`src/rtl/priv_1_11_trap_sequencer_if.sv`:
```
// Purpose : pipeline-side inputs and CSR-update outputs of the M-mode trap sequencer.
// Latency : n/a (wires only).
// Backpressure: none; the sequencer holds traps internally until pipe_clear.
//
// Modports: master = the sequencer (reads trap sources, drives CSR update and intr);
//           slave  = the surrounding pipeline/CSR file (the reverse view).
// Optional feature macro: PRIV_RMGMT_EXC_EN adds the NUM_EXTENSIONS parameter and
// the ex_rmgmt / ex_rmgmt_cause signals for RISC-MGMT custom exceptions.
interface priv_1_11_trap_sequencer_if
`ifdef PRIV_RMGMT_EXC_EN
    #(parameter int NUM_EXTENSIONS = 1)
`endif
    ;

`ifdef PRIV_RMGMT_EXC_EN
    // A single extension still needs one bit to carry its (zero) index.
    localparam int RMGMT_W = (NUM_EXTENSIONS > 1) ? $clog2(NUM_EXTENSIONS) : 1;
    logic               ex_rmgmt;
    logic [RMGMT_W-1:0] ex_rmgmt_cause;
`endif

    logic [8:0]  sync_exc;
    logic [2:0]  irq_pend;
    logic [2:0]  irq_en;
    logic        mstatus_mie;
    logic        mstatus_mpie;
    logic [31:0] epc;
    logic [31:0] mtval;
    logic        pipe_clear;
    logic        ret;

    logic        intr;
    logic        mcause_rup;
    logic [31:0] mcause_next;
    logic        mepc_rup;
    logic [31:0] mepc_next;
    logic        mtval_rup;
    logic [31:0] mtval_next;
    logic        mstatus_rup;
    logic        mie_next;
    logic        mpie_next;

    modport master (
`ifdef PRIV_RMGMT_EXC_EN
        input  ex_rmgmt, ex_rmgmt_cause,
`endif
        input  sync_exc, irq_pend, irq_en, mstatus_mie, mstatus_mpie,
        input  epc, mtval, pipe_clear, ret,
        output intr, mcause_rup, mcause_next, mepc_rup, mepc_next,
        output mtval_rup, mtval_next, mstatus_rup, mie_next, mpie_next
    );

    modport slave (
`ifdef PRIV_RMGMT_EXC_EN
        output ex_rmgmt, ex_rmgmt_cause,
`endif
        output sync_exc, irq_pend, irq_en, mstatus_mie, mstatus_mpie,
        output epc, mtval, pipe_clear, ret,
        input  intr, mcause_rup, mcause_next, mepc_rup, mepc_next,
        input  mtval_rup, mtval_next, mstatus_rup, mie_next, mpie_next
    );

endinterface

```
`src/rtl/priv_1_11_trap_sequencer.sv`:
```
// Purpose : M-mode trap/MRET sequencer; prioritises exceptions over interrupts, emits CSR update strobes.
// Latency : trap detect -> COMMIT strobes 2 cycles minimum; MRET -> mstatus strobe next cycle.
// Backpressure: a captured trap waits in PEND until pipe_clear; new events and ret are ignored meanwhile.
//
// Ports: CLK, nRST (async active-low); bus = priv_1_11_trap_sequencer_if.master carrying
//        sync_exc/irq_pend/irq_en/mstatus fields/epc/mtval/pipe_clear/ret in, and
//        intr plus the mcause/mepc/mtval/mstatus update strobes and next-values out.
// Optional feature macro: PRIV_RMGMT_EXC_EN (RISC-MGMT custom exception, causes 24..31).
module priv_1_11_trap_sequencer (
    input  logic                               CLK,
    input  logic                               nRST,
    priv_1_11_trap_sequencer_if.master         bus
);

    typedef enum logic [1:0] {
        IDLE   = 2'd0,
        PEND   = 2'd1,
        COMMIT = 2'd2,
        RETC   = 2'd3
    } state_t;

    state_t      state_q;
    state_t      state_d;

    logic [2:0]  irq_elig;
    logic        exc_any;
    logic        trap_det;
    logic [31:0] cause_d;
    logic [31:0] tval_d;

    logic [31:0] cause_q;
    logic [31:0] epc_q;
    logic [31:0] tval_q;
    logic        cap_mie_q;   // mstatus.MIE at trap capture, becomes MPIE on commit
    logic        ret_mpie_q;  // mstatus.MPIE at MRET, becomes MIE in RETC

    // Trap source selection. The if-chain order is the architectural priority:
    // synchronous exceptions first (bit order of sync_exc), then interrupts.
    always_comb begin
        irq_elig = bus.irq_pend & bus.irq_en & {3{bus.mstatus_mie}};
        exc_any  = |bus.sync_exc;
`ifdef PRIV_RMGMT_EXC_EN
        exc_any  = exc_any | bus.ex_rmgmt;
`endif
        cause_d  = 32'd0;
        tval_d   = 32'd0;
        if (bus.sync_exc[0]) begin          // fault_insn
            cause_d = 32'd1;
            tval_d  = bus.mtval;
        end else if (bus.sync_exc[1]) begin // mal_insn
            cause_d = 32'd0;
            tval_d  = bus.mtval;
        end else if (bus.sync_exc[2]) begin // illegal_insn
            cause_d = 32'd2;
            tval_d  = bus.mtval;
        end else if (bus.sync_exc[3]) begin // breakpoint, tval stays 0
            cause_d = 32'd3;
        end else if (bus.sync_exc[4]) begin // env_m, tval stays 0
            cause_d = 32'd11;
        end else if (bus.sync_exc[5]) begin // mal_s
            cause_d = 32'd6;
            tval_d  = bus.mtval;
        end else if (bus.sync_exc[6]) begin // mal_l
            cause_d = 32'd4;
            tval_d  = bus.mtval;
        end else if (bus.sync_exc[7]) begin // fault_s
            cause_d = 32'd7;
            tval_d  = bus.mtval;
        end else if (bus.sync_exc[8]) begin // fault_l
            cause_d = 32'd5;
            tval_d  = bus.mtval;
`ifdef PRIV_RMGMT_EXC_EN
        end else if (bus.ex_rmgmt) begin
            // Custom range starts at 24; at most 8 extensions keep it inside [4:0].
            cause_d = 32'd24 + 32'(bus.ex_rmgmt_cause);
            tval_d  = bus.mtval;
`endif
        end else if (irq_elig[2]) begin     // external
            cause_d = 32'h8000_000B;
        end else if (irq_elig[1]) begin     // software
            cause_d = 32'h8000_0003;
        end else if (irq_elig[0]) begin     // timer
            cause_d = 32'h8000_0007;
        end
        trap_det = exc_any | (|irq_elig);
    end

    // State register.
    always_ff @(posedge CLK or negedge nRST) begin
        if (!nRST) begin
            state_q <= IDLE;
        end else begin
            state_q <= state_d;
        end
    end

    // Next-state logic. A trap in IDLE outranks a simultaneous ret, which is dropped.
    always_comb begin
        state_d = state_q;
        case (state_q)
            IDLE: begin
                if (trap_det) begin
                    state_d = PEND;
                end else if (bus.ret) begin
                    state_d = RETC;
                end
            end
            PEND: begin
                if (bus.pipe_clear) begin
                    state_d = COMMIT;
                end
            end
            COMMIT:  state_d = IDLE;
            RETC:    state_d = IDLE;
            default: state_d = IDLE;
        endcase
    end

    // Capture registers: only loaded in IDLE, so next-values stay frozen
    // from PEND entry through COMMIT.
    always_ff @(posedge CLK or negedge nRST) begin
        if (!nRST) begin
            cause_q    <= 32'd0;
            epc_q      <= 32'd0;
            tval_q     <= 32'd0;
            cap_mie_q  <= 1'b0;
            ret_mpie_q <= 1'b0;
        end else if (state_q == IDLE) begin
            if (trap_det) begin
                cause_q   <= cause_d;
                epc_q     <= bus.epc;
                tval_q    <= tval_d;
                cap_mie_q <= bus.mstatus_mie;
            end else if (bus.ret) begin
                ret_mpie_q <= bus.mstatus_mpie;
            end
        end
    end

    // Output decode: strobes are pure functions of the registered state, so
    // reset removes them immediately and they are always exactly one cycle wide.
    always_comb begin
        bus.intr        = 1'b0;
        bus.mcause_rup  = 1'b0;
        bus.mepc_rup    = 1'b0;
        bus.mtval_rup   = 1'b0;
        bus.mstatus_rup = 1'b0;
        bus.mie_next    = 1'b0;
        bus.mpie_next   = 1'b0;
        bus.mcause_next = cause_q;
        bus.mepc_next   = epc_q;
        bus.mtval_next  = tval_q;
        case (state_q)
            PEND: begin
                bus.intr = 1'b1;
            end
            COMMIT: begin
                bus.intr        = 1'b1;
                bus.mcause_rup  = 1'b1;
                bus.mepc_rup    = 1'b1;
                bus.mtval_rup   = 1'b1;
                bus.mstatus_rup = 1'b1;
                bus.mie_next    = 1'b0;
                bus.mpie_next   = cap_mie_q;
            end
            RETC: begin
                bus.mstatus_rup = 1'b1;
                bus.mie_next    = ret_mpie_q;
                bus.mpie_next   = 1'b1;
            end
            default: ;
        endcase
    end

endmodule

```
`src/flat_wrapper.sv`:
```
// flat-port wrapper written by rule: the top's interface ports become plain ports
module priv_1_11_trap_sequencer_flat 
  (CLK, nRST, bus_sync_exc, bus_irq_pend, bus_irq_en, bus_mstatus_mie, bus_mstatus_mpie, bus_epc, bus_mtval, bus_pipe_clear, bus_ret, bus_intr, bus_mcause_rup, bus_mcause_next, bus_mepc_rup, bus_mepc_next, bus_mtval_rup, bus_mtval_next, bus_mstatus_rup, bus_mie_next, bus_mpie_next);
  priv_1_11_trap_sequencer_if bus_i ();
  input  logic CLK;
  input  logic nRST;
  input wire logic [$bits(bus_i.sync_exc)-1:0] bus_sync_exc;
  input wire logic [$bits(bus_i.irq_pend)-1:0] bus_irq_pend;
  input wire logic [$bits(bus_i.irq_en)-1:0] bus_irq_en;
  input wire logic [$bits(bus_i.mstatus_mie)-1:0] bus_mstatus_mie;
  input wire logic [$bits(bus_i.mstatus_mpie)-1:0] bus_mstatus_mpie;
  input wire logic [$bits(bus_i.epc)-1:0] bus_epc;
  input wire logic [$bits(bus_i.mtval)-1:0] bus_mtval;
  input wire logic [$bits(bus_i.pipe_clear)-1:0] bus_pipe_clear;
  input wire logic [$bits(bus_i.ret)-1:0] bus_ret;
  output wire logic [$bits(bus_i.intr)-1:0] bus_intr;
  output wire logic [$bits(bus_i.mcause_rup)-1:0] bus_mcause_rup;
  output wire logic [$bits(bus_i.mcause_next)-1:0] bus_mcause_next;
  output wire logic [$bits(bus_i.mepc_rup)-1:0] bus_mepc_rup;
  output wire logic [$bits(bus_i.mepc_next)-1:0] bus_mepc_next;
  output wire logic [$bits(bus_i.mtval_rup)-1:0] bus_mtval_rup;
  output wire logic [$bits(bus_i.mtval_next)-1:0] bus_mtval_next;
  output wire logic [$bits(bus_i.mstatus_rup)-1:0] bus_mstatus_rup;
  output wire logic [$bits(bus_i.mie_next)-1:0] bus_mie_next;
  output wire logic [$bits(bus_i.mpie_next)-1:0] bus_mpie_next;
  assign bus_i.sync_exc = bus_sync_exc;
  assign bus_i.irq_pend = bus_irq_pend;
  assign bus_i.irq_en = bus_irq_en;
  assign bus_i.mstatus_mie = bus_mstatus_mie;
  assign bus_i.mstatus_mpie = bus_mstatus_mpie;
  assign bus_i.epc = bus_epc;
  assign bus_i.mtval = bus_mtval;
  assign bus_i.pipe_clear = bus_pipe_clear;
  assign bus_i.ret = bus_ret;
  assign bus_intr = bus_i.intr;
  assign bus_mcause_rup = bus_i.mcause_rup;
  assign bus_mcause_next = bus_i.mcause_next;
  assign bus_mepc_rup = bus_i.mepc_rup;
  assign bus_mepc_next = bus_i.mepc_next;
  assign bus_mtval_rup = bus_i.mtval_rup;
  assign bus_mtval_next = bus_i.mtval_next;
  assign bus_mstatus_rup = bus_i.mstatus_rup;
  assign bus_mie_next = bus_i.mie_next;
  assign bus_mpie_next = bus_i.mpie_next;
  priv_1_11_trap_sequencer u_core (.CLK(CLK), .nRST(nRST), .bus(bus_i));
endmodule
```
`config.mk`:
```
export PLATFORM = sky130hd
export DESIGN_NAME = priv_1_11_trap_sequencer_flat
export DESIGN_NICKNAME = d
export VERILOG_FILES = /design/src/rtl/priv_1_11_trap_sequencer_if.sv /design/src/rtl/priv_1_11_trap_sequencer.sv /design/src/flat_wrapper.sv
export SDC_FILE = /design/constraint.sdc
export NUM_CORES = 1
export LEC_CHECK = 0
export BUFFER_PORTS_ARGS = -buffer_cell sky130_fd_sc_hd__buf_4
export CAP_MARGIN = 20
export CORE_MARGIN = 4
export CORE_UTILIZATION = 48
export DETAILED_ROUTE_END_ITERATION = 6
export PLACE_DENSITY = 0.85
export SLEW_MARGIN = 5
export SYNTH_ARGS = -nofsm -noshare
export SYNTH_HDL_FRONTEND = slang
export SYNTH_SLANG_ARGS = --single-unit
export TNS_END_PERCENT = 5
```
`constraint.sdc`:
```
create_clock -name CLK -period 3.6 [get_ports CLK]
set_input_delay 0.72 -clock CLK [delete_from_list [all_inputs] [get_ports CLK]]
set_output_delay 0.72 -clock CLK [all_outputs]
set_load 0.02 [all_outputs]
```
==> metrics, run 1 <==
status=finished clean; num rows=30; total die area=8732 um^2; Worst VDD drop=0.4280 mV; worst reg2reg startpoint=u_core.state_q[1]; IO Port Bufs=160; clock slew at reported path FFs=0.07 ns; Worst Hold Path EP=u_core.bus.mtval_next[22]; delay of the slowest critical-path stage=0.54 ns; arithmetic-cell share of the synthesized area counting full adders, half adders and majority gates=1.785%; first-iteration detailed-routing DRC count=70; H-tree Lvls=3; count of distinct cell types in the synthesized netlist=40; XOR/XNOR share of the synthesized area=0%; number of antenna cells inserted=0; number of synthesized register bits=73; Fin. Hold Viols=0; worst reg2reg setup slack=1.85 ns; post-CTS setup buffer count=0; DR pass1 iterations=4; worst r2r path cells=6; number of slew-limit violations in the final report=0; Post-CTS Resized=0; Tightest Pin Transition=0.9023 ns; critical path's most frequent cell=buf_4; area grow syn2layout=37.13%; CP max stage cell=a222oi_1; nature of the critical path endpoint=register; portion of synthesized cell area occupied by the leading cell type=52.12%; main combinational cell family by area after synthesis=simple AND/OR/NAND/NOR gates; Post-Route Skew=0.009330 ns; share of synthesized area occupied by flip-flops and latches=52.12%; worst-path cell chain=buf_4 -> a222oi_1 -> o2111ai_2 -> buf_4 -> nand2_2 -> buf_4 -> mux2_2; overall track demand over capacity in global routing=19.38%; commonest cells after routing, fill and taps aside=buf_4, dfrtp_1, mux2_2, a21o_1, conb_1; area of the mapped netlist=3505 um^2; fraction of final layout cells sized beyond drive strength 1=53.46%; number of setup violations in the final report=0; most common cell after layout, fill and taps aside=buf_4; number of max-capacitance violations reported=0; worst setup path class=input port to register; compound-cell area share of the yosys netlist=10.82%; Worst slew margin=39.85%; most area-consuming cells after synthesis=dfrtp_1, mux2_2, a21o_1; number of remaining DRC errors=0; core box area=6944 um^2; floorplan die height=93.45 um; mean instance size in the synthesized netlist=12.79 um^2; CTS Root Cell=clkbuf_8; WL/cell=15.96 um; destination of the worst register-to-register timing path=u_core.state_q[0]; number of standard cells after synthesis=274; min Tclk post-route=2.427 ns; aggregate negative setup slack=0 ns; overall power=4.273 mW; fraction of synthesized area in multiplexers=12.14%; via total after detailed routing=2693; global-route wire length before repair=13440 um; Worst EP required=3.81 ns; TritonCTS clock tree=built; number of placed I/O pins=188; library cell with the largest summed area after synthesis=dfrtp_1; starting utilization of the core area=50.47%; Final period util=67.42%; Syn. warnings=0; Final ANT Viol Nets=0; RSZ-0062 raised after global routing=no; CTS Hold Buffers Added=0; Skew-Pair Late Insertion Delay=0.33 ns; clk sink count=73; power density cells=889.1 nW/um^2; type of origin of the critical path=input port; Synth Area in Simple Gates=12.25%; pin count of the biggest net entering global routing=74; Worst Hold Launch=u_core.bus.mtval_next[22]; detail-routed via count per cell=5.081; number of global-route vias before repair=2827; class of the tightest hold or removal check=register to register; # fillers=520; final wirelength=8460 um; Cells on Worst Hold Path=1; number of antenna violations at the first check in global routing=0; layout net count=520; Bufs on Longest Clock Path=2; total leakage power=2.542 nW; gr ovfl total=0; DIE WIDTH=93.45 um; largest fanout of any net on the critical path=39; Num CTS Buffers=9; CP arrival=2.64 ns; highest clock rate=412.0 MHz; placer's final routability congestion estimate=0.7229; post-detail-place hpwl=6221 um
==> cell families (layout without fill, tap and decap cells) <==
kind of cell             count (synthesis)  count (layout)
buffers and inverters                   54             188
multiplexers                            38              38
flip-flops                              73              73
AO/OA/AOI/OAI                           50              50
adder cells (fa/ha/maj)                  5               5
other                                    1              27
AND/OR/NAND/NOR                         53              53
==> layer usage <==
metal  share of wire [%]  up-vias  GRT usage, %
met4                 1.5        0         7.692
met1                  38     1310         23.08
met2                  50      120         31.86
li1                    -     1250             -
met5                   0        -             0
met3                  11       13         6.919
==> synth_stat cells (all sizes together) <==
| library cell | instances |
|---|---|
| dfrtp | 73 |
| buf | 39 |
| mux2 | 36 |
| a21o | 34 |
| and4 | 32 |
| clkbuf | 8 |
| inv | 7 |
| ha | 5 |
| nor2 | 5 |
| nand2 | 4 |
| a21oi | 3 |
| nor4 | 3 |
| a22oi | 2 |
| a31oi | 2 |
| mux2i | 2 |
| nand2b | 2 |
| o21ai | 2 |
| a221oi | 1 |
| a222oi | 1 |
| a311oi | 1 |
| a41oi | 1 |
| and2 | 1 |
| and3 | 1 |
| conb | 1 |
| nand3 | 1 |
| nand4 | 1 |
| nor3 | 1 |
| nor3b | 1 |
| o2111ai | 1 |
| o22ai | 1 |
| o31ai | 1 |
| or2 | 1 |
==> critical path: cells and delay by family <==
family / cells / cell delay (ns)
compound gates: 2 / 0.68
buf+inv: 3 / 0.72
mux: 1 / 0.38
simple gates: 1 / 0.12
==> flip-flops by register name (all words and copies together) (netlist names) <==
name                    cells
u_core.bus.mtval_next      32
u_core.bus.mepc_next       32
u_core.bus.mcause_next      5
u_core.ret_mpie_q           1
u_core.cap_mie_q            1
u_core.state_q              2
==> worst max-delay path by stage <==
stage                     from  slack (ns)  cells past startpoint                   endpoint
2_1_floorplan  bus_irq_pend[2]        1.48                      5  u_core.bus.mcause_next[2]
4_1_cts        bus_irq_pend[2]        1.18                      7    u_core.bus.mepc_next[5]
6_report       bus_irq_pend[2]        1.17                      7   u_core.bus.mepc_next[20]
5_1_grt        bus_irq_pend[2]        1.07                      7   u_core.bus.mepc_next[28]
3_3_place_gp   bus_irq_pend[2]        0.92                      7   u_core.bus.mepc_next[13]
3_5_place_dp   bus_irq_pend[2]        0.82                      7    u_core.bus.mepc_next[5]
==> through the flow <==
| stage | area [um^2] | hold slack [ns] | setup slack [ns] | cells | util [%] |
|---|---|---|---|---|---|
| 3_5_place_dp | 4622 | 0.4661 | 0.8177 | 515 | 66.56 |
| 6_report | 4806 | 0.4801 | 1.173 | 530 | 69.21 |
| 2_1_floorplan | 3602 | 0.4244 | 1.482 | 300 | - |
| 4_1_cts | 4806 | 0.4828 | 1.176 | 530 | 69.21 |
| 5_1_grt | 4806 | 0.5018 | 1.068 | 530 | 69.21 |
| 3_3_place_gp | 4622 | 0.4594 | 0.9198 | 515 | 66.56 |
==> layout make-up <==
type / count / area (um^2) / share of cell area [%]
Sequential cell: 73 / 1827 / 38.01
Inverter: 7 / 26.28 / 0.5467
Tap cell: 96 / 120.1 / 2.499
Clock buffer: 9 / 123.9 / 2.577
Timing Repair Buffer: 166 / 1246 / 25.93
Multi-Input combinational cell: 173 / 1403 / 29.19
Clock inverter: 6 / 60.06 / 1.250
==> where the power goes <==
group          switching, mW  total [mW]  leakage, nW  internal (mW)
clock network          0.295       0.607       0.0909          0.312
registers              0.215        1.43        0.884           1.22
logic                   1.17        2.23         1.57           1.07
Power figures use the tool's default switching activity.
==> run 2, diff against run 1 <==
Settings changed: CORE_UTILIZATION 48 to 45, PLACE_DENSITY 0.85 to 0.8.
Clock period 3.6 ns to 2.3 ns, I/O delays scaled along.
==> run 2 against run 1 <==
Total power up 64%. Wire length is 2.0% higher. Design area up 2.5%. Global-route usage fell by 0.97 points. Utilization fell by 2.7 points. Critical path depth decreased by 3. Via count decreased by 0.85%. Setup slack lost 0.85 ns. Cell count is 1.3% higher. Die area up 6.1%. Hold slack lost 0.40 ns. Sequential share of layout area shrank 0.93 points.
==> metrics, run 2 (same netlist as run 1, synthesis figures left out) <==
starting utilization of the core area=47.31%; core box area=7408 um^2; aggregate negative setup slack=0 ns; overall track demand over capacity in global routing=18.41%; Worst slew margin=31.22%; Tightest Pin Transition=1.032 ns; detail-routed via count per cell=4.972; Worst VDD drop=0.7198 mV; clock slew at reported path FFs=0.08 ns; number of antenna violations at the first check in global routing=0; Skew-Pair Late Insertion Delay=0.33 ns; min Tclk post-route=1.975 ns; total leakage power=2.597 nW; global-route wire length before repair=12990 um; worst reg2reg startpoint=u_core.state_q[1]; RSZ-0062 raised after global routing=no; layout net count=523; Post-CTS Resized=0; final wirelength=8629 um; worst setup path class=register to output pin; WL/cell=16.07 um; total non-filler cell area in the finished layout=4926 um^2; worst slack at placement=0.2146 ns; via total after detailed routing=2670; post-CTS setup buffer count=0; H-tree Lvls=3; least setup slack across all paths after layout=0.3246 ns; highest clock rate=506.2 MHz; Final period util=85.89%; first-iteration detailed-routing DRC count=78; nature of the critical path endpoint=output pin; number of placed I/O pins=188; number of antenna cells inserted=0; area grow syn2layout=40.56%; CTS Root Cell=clkbuf_8; most common cell after layout, fill and taps aside=buf_4; class of the tightest hold or removal check=input port to asynchronous set/reset pin; delay of the slowest critical-path stage=0.38 ns; fraction of final layout cells sized beyond drive strength 1=53.65%; worst reg2reg setup slack=0.64 ns; Worst EP required=1.84 ns; status=finished clean; Post-Route Skew=0.01035 ns; IO Port Bufs=160; pin count of the biggest net entering global routing=43; total placed instance area=4682 um^2; number of setup violations in the final report=0; type of origin of the critical path=register; DIE WIDTH=96.25 um; Bufs on Longest Clock Path=2; worst-path cell chain=inv_1 -> ha_1 -> or2_2 -> buf_4; total die area=9264 um^2; post-detail-place hpwl=6299 um; worst r2r path cells=6; TritonCTS clock tree=built; Final ANT Viol Nets=0; number of remaining DRC errors=0; Num CTS Buffers=9; CTS Hold Buffers Added=0; destination of the worst register-to-register timing path=u_core.state_q[0]; gr ovfl total=0; clk sink count=73; number of max-capacitance violations reported=0; placer's final routability congestion estimate=0.7140; number of global-route vias before repair=2677; largest fanout of any net on the critical path=5; DR pass1 iterations=4; commonest cells after routing, fill and taps aside=buf_4, dfrtp_1, mux2_2, a21o_1, conb_1; worst hold slack after final layout=0.08334 ns; CP max stage cell=dfrtp_1; number of slew-limit violations in the final report=0; CP arrival=1.52 ns; power density cells=1425 nW/um^2; Fin. Hold Viols=0; num rows=31; floorplan die height=96.25 um
run 2: per-layer routing:
metal	up-vias	global-route usage [%]	share of wire, %
li1	1258	-	-
met1	1275	20.92	37
met2	125	31.28	50
met3	12	7.193	11
met4	0	6.635	1.4
met5	-	0	0
run 2: per-stage QoR:
stage          cells  power, mW  utilization, %
2_1_floorplan    300      4.465               -
3_5_place_dp     521      5.858           63.20
5_1_grt          537      7.441           66.49
6_report         537      7.019           66.49
4_1_cts          537      7.107           66.49
3_3_place_gp     521      5.759           63.20
run 2: layout make-up:
| type | instances | area [um^2] |
|---|---|---|
| repair buffers | 169 | 1294 |
| inverters | 7 | 26.28 |
| well taps | 99 | 123.9 |
| fillers | 583 | 2482 |
| flip-flops and latches | 73 | 1827 |
| clock buffers | 11 | 141.4 |
| multi-input cells | 173 | 1411 |
| clock inverters | 5 | 102.6 |
run 2: worst max-delay path: cells and delay by family, from the launching register on:
kind,cells,cell delay (ns)
simple gates,1,0.28
flops,1,0.38
buf+inv,2,0.26
fa+ha+maj,1,0.26
run 2: where the power goes:
group          leakage [nW]  switching [mW]  internal, mW
Combinational          1.59            1.83          1.72
Clock                 0.120           0.474         0.749
Sequential            0.884           0.343          1.90
run 2: how the worst max path moves through the flow:
| stage | slack (ns) | cells past startpoint | start | end |
|---|---|---|---|---|
| finish | 0.32 | 4 | u_core.state_q[0] | bus_mstatus_rup |
| detailed placement | 0.21 | 6 | bus_sync_exc[6] | u_core.bus.mtval_next[1] |
| floorplan | 0.44 | 5 | bus_irq_pend[2] | u_core.bus.mcause_next[2] |
| CTS | 0.31 | 4 | u_core.state_q[0] | bus_mstatus_rup |
| global placement | 0.22 | 7 | bus_irq_pend[2] | u_core.ret_mpie_q |
| global route | 0.23 | 4 | u_core.state_q[0] | bus_mstatus_rup |
